`config.mk`:
```
export PLATFORM = sky130hd
export DESIGN_NAME = unidad_riesgos_param
export DESIGN_NICKNAME = d
export VERILOG_FILES = /design/src/rtl/unidad_riesgos_param.sv
export SDC_FILE = /design/constraint.sdc
export NUM_CORES = 1
export LEC_CHECK = 0
export BUFFER_PORTS_ARGS = -buffer_cell sky130_fd_sc_hd__buf_2
export CORE_MARGIN = 3
export CORE_UTILIZATION = 40
export DETAILED_ROUTE_END_ITERATION = 12
export PLACE_DENSITY = 0.71
export SLEW_MARGIN = 15
export SYNTH_ARGS = -nofsm -noshare
export SYNTH_HDL_FRONTEND = slang
export SYNTH_SLANG_ARGS = --single-unit
```
`constraint.sdc`:
```
create_clock -name clk -period 2.6 [get_ports clk]
set_input_delay 0.52 -clock clk [delete_from_list [all_inputs] [get_ports clk]]
set_output_delay 0.52 -clock clk [all_outputs]
set_load 0.1 [all_outputs]
```
`src/rtl/unidad_riesgos_param.sv`:
```
// Hazard unit: shadow tag pipeline, per-operand forwarding selects and load-use stall.
// Optional RIESGOS_STATS_EN adds saturating stall_count / fwd_count outputs.
module unidad_riesgos_param #(
    parameter int REG_W     = 4,
    parameter int NUM_SRC   = 2,
    parameter int FWD_DEPTH = 2,
    parameter int LOAD_LAT  = 1,
    parameter int SEL_W     = $clog2(FWD_DEPTH + 1)
) (
    input  logic                     clk,
    input  logic                     reset,
    input  logic                     issue_valid,
    input  logic [NUM_SRC*REG_W-1:0] issue_src,
    input  logic [NUM_SRC-1:0]       issue_re,
    input  logic [REG_W-1:0]         issue_dst,
    input  logic                     issue_we,
    input  logic                     issue_is_load,
    input  logic                     pipe_hold,
    input  logic                     flush,
    output logic                     stall,
    output logic [NUM_SRC*SEL_W-1:0] fwd_sel
`ifdef RIESGOS_STATS_EN
    ,
    output logic [15:0]              stall_count,
    output logic [15:0]              fwd_count
`endif
);

    logic [FWD_DEPTH-1:0] t_valid;
    logic [FWD_DEPTH-1:0] t_we;
    logic [FWD_DEPTH-1:0] t_ld;
    logic [REG_W-1:0]     t_dst [FWD_DEPTH];

    logic [NUM_SRC*SEL_W-1:0] sel_next;
    logic [SEL_W-1:0]         sel_k;
    logic                     hit_ld;
    logic                     stall_req;
    logic                     advance;
    logic                     bubble;

    // Scan oldest to youngest so the lowest matching entry overrides the rest.
    always_comb begin
        sel_next  = '0;
        sel_k     = '0;
        hit_ld    = 1'b0;
        stall_req = 1'b0;
        for (int k = 0; k < NUM_SRC; k++) begin
            sel_k  = '0;
            hit_ld = 1'b0;
            for (int j = FWD_DEPTH - 1; j >= 0; j--) begin
                if (issue_valid && issue_re[k] && t_valid[j] && t_we[j] &&
                    (t_dst[j] == issue_src[k*REG_W +: REG_W])) begin
                    sel_k  = SEL_W'(j + 1);
                    hit_ld = t_ld[j] && (j < LOAD_LAT);
                end
            end
            sel_next[k*SEL_W +: SEL_W] = sel_k;
            stall_req = stall_req | hit_ld;
        end
    end

    assign stall   = stall_req;
    assign advance = flush || !pipe_hold;
    assign bubble  = flush || stall_req;

    always_ff @(posedge clk) begin
        if (reset) begin
            t_valid <= '0;
            t_we    <= '0;
            t_ld    <= '0;
            fwd_sel <= '0;
            for (int j = 0; j < FWD_DEPTH; j++) begin
                t_dst[j] <= '0;
            end
        end else if (advance) begin
            for (int j = FWD_DEPTH - 1; j >= 1; j--) begin
                t_valid[j] <= t_valid[j-1];
                t_we[j]    <= t_we[j-1];
                t_ld[j]    <= t_ld[j-1];
                t_dst[j]   <= t_dst[j-1];
            end
            if (bubble) begin
                t_valid[0] <= 1'b0;
                t_we[0]    <= 1'b0;
                t_ld[0]    <= 1'b0;
                t_dst[0]   <= '0;
                fwd_sel    <= '0;
            end else begin
                t_valid[0] <= issue_valid;
                t_we[0]    <= issue_we;
                t_ld[0]    <= issue_is_load;
                t_dst[0]   <= issue_dst;
                fwd_sel    <= sel_next;
            end
        end
    end

`ifdef RIESGOS_STATS_EN
    logic stall_evt;
    logic fwd_evt;

    assign stall_evt = stall_req && !pipe_hold && !flush;
    assign fwd_evt   = !flush && !pipe_hold && !stall_req && (|sel_next);

    always_ff @(posedge clk) begin
        if (reset) begin
            stall_count <= '0;
            fwd_count   <= '0;
        end else begin
            if (stall_evt && (stall_count != 16'hFFFF)) begin
                stall_count <= stall_count + 16'd1;
            end
            if (fwd_evt && (fwd_count != 16'hFFFF)) begin
                fwd_count <= fwd_count + 16'd1;
            end
        end
    end
`endif

endmodule

```
==> reports/metrics.cfg <==
[synthesis]
async_flop_share=0
synthTopCellsByArea=edfxtp_1 (27%), dfxtp_1 (20%), xor2_1 (9.0%), xnor2_1 (7.0%), nand2_1 (5.5%)
synth-edff-count=8
yosys.area.top_type=edfxtp_1
synth_xor_area_frac=0.159
synth_fa_ha_area_frac=0
syn_nets=108
netlist_instances=87
ys_seq_elements=17
syn_area_per_cell_um2=10.1
yosys_warnings=0
syn_area_um2=880
post-synth-top-count-cell=nand2_1
yosys.area.top_type_share=0.273
synth_common_cells=nand2_1 (13), dfxtp_1 (9), xor2_1 (9), edfxtp_1 (8), xnor2_1 (7)
synth_top_family_by_area=simple AND/OR/NAND/NOR gates
dominantRegCellSynth=dfxtp_1
synthMuxAreaShare=0
synth_compound_area_frac=0.125
synthSimpleGateAreaFrac=0.208
synthDistinctLibCells=25
ys_seq_area_frac=0.478

[cts]
postCtsSetupRepairBufs=0
htree_levels=1
cts_resized=0
clk_pin_slew_ps=100
max-clock-path-buffers=2
cts_hold_buf=0
ctsRootBufferMaster=clkbuf_4
cts_tree=done
clock_sinks=17
cts_buffers=3
clk_latency_ps=280

[detailed_routing]
drc=0
firstDrtPassIters=4
drt_iter0_markers=13
routedWlPerCell_um=12.6
final_antenna_net_count=0
num_vias=730
routed_wl_um=1790
drt-vias-per-instance=5.14

[power_and_ir_drop]
p_leak_nw=0.441
vdd_drop_max_uv=273
p_per_area_nw_per_um2=464

[floorplanning]
die_width_um=52.9
die_area_um2=2800
initial_core_util=0.435
row_count=16
coreArea_um2=2020
ioPinCount=26
dieHeight_um=52.9

[worst_hold_path]
hp-class=reg -> reg
holdPathStages=2

[final_layout]
num_antenna_cells=0
postLayoutCellArea_um2=1080
fill_cells=199
drive_above_1_share=0.278
syn_to_final_growth_pct=22.9
nets=137

[critical_path]
critPathKind=reg -> out
cp.arrival_ps=1830
r2r_cells=5
crit_fanout=3
cp.required_ps=2080
start_kind=register
regToRegSetupSlack_ps=740
critPathCaptureType=primary output

[timing]
setup_viol=0
drv_slew=0
clock.fmax_mhz=425
finalCritPeriodShare=0.904
tightest_slew_ps=485
finClkSkew_ps=5.28
min_period_ps=2350
rsz0062_at_grt=no
max_slew_margin=0.679
fin_setup_tns_ps=0
hold_viol=0

[grt]
grt_usage=0.144
first_global_vias=686
grt_first_pass_wirelength_um=2850
antenna_found_initial=0
overflow=0
grt_max_degree=11

[placed_design]
dpl-instance-area_um2=1050
dpl.hpwl_um=1470
routabilityCongestion=0.806
port_buffers=25

[outcome]
status=complete, no violations

[job]
drv_cap=0

## final timing paths
path | startpoint | to
setup / recovery | t_dst[0][2] | stall
hold / removal | fwd_sel[3] | fwd_sel[3]
hold reg to reg | fwd_sel[3] | fwd_sel[3]
setup reg to reg | t_dst[0][2] | t_dst[0][1]
## cell usage in the layout, fill, tap and decap left out, types with 2 or more instances in the layout
cell type	n
inv_1	5
a22o_1	2
nand3_1	3
o21ai_1	4
nor4_1	2
xor2_1	9
o211ai_1	2
edfxtp_1	8
nor3b_1	4
and2_1	4
buf_2	24
xnor2_1	7
nand2_1	13
clkbuf_4	3
nor3_1	3
dfxtp_1	9
## worst max-delay path, cell delays in order (launching register included)
cell and delay, ps:
edfxtp_1 460, xor2_1 190, or3_4 400, o32ai_4 280, buf_12 220
## power by group
part / internal (mW) / total (mW) / switching, mW / leakage [nW]
Sequential: 0.290 / 0.298 / 0.00870 / 0.166
Clock: 0.0570 / 0.139 / 0.0822 / 0.0177
Combinational: 0.0313 / 0.0638 / 0.0325 / 0.258
## sequential cells by signal, indices dropped and copies added (netlist names)
name	count
t_ld	1
t_dst	8
fwd_sel	4
t_valid	2
t_we	2
## final cells by class
type	count	area [um^2]	area share
Multi-Input combinational cell	63	433	0.400
Sequential cell	17	420	0.389
Timing Repair Buffer	26	148	0.137
Tap cell	27	33.8	0.0312
Clock buffer	3	22.5	0.0208
Inverter	5	18.8	0.0174
Clock inverter	1	5.00	0.00463
## cells by family after synthesis
family / after synthesis
AO/OA/AOI/OAI: 13
buffers and inverters: 7
AND/OR/NAND/NOR: 34
flip-flops: 17
XOR/XNOR: 16
## per-stage QoR
| stage | setup slack (ps) | utilization | power (mW) | hold WS, ps | std cells |
|---|---|---|---|---|---|
| finish | 249 | 0.535 | 0.501 | 456 | 142 |
| global route | 177 | 0.535 | 0.529 | 467 | 142 |
| CTS | 246 | 0.535 | 0.506 | 456 | 142 |
| detailed placement | 407 | 0.521 | 0.368 | 451 | 138 |
| global placement | 405 | 0.521 | 0.366 | 433 | 138 |
| floorplan | 90.8 | - | 0.340 | 445 | 87 |
## metal layers
metal  track usage  up-vias  share of wire
met5             0        -              0
met4        0.0553        0         0.0056
met3        0.0394        2          0.067
met2         0.227       23           0.49
met1         0.186      341           0.44
li1              -      364              -
No activity file was read; power rests on OpenSTA's default activity.
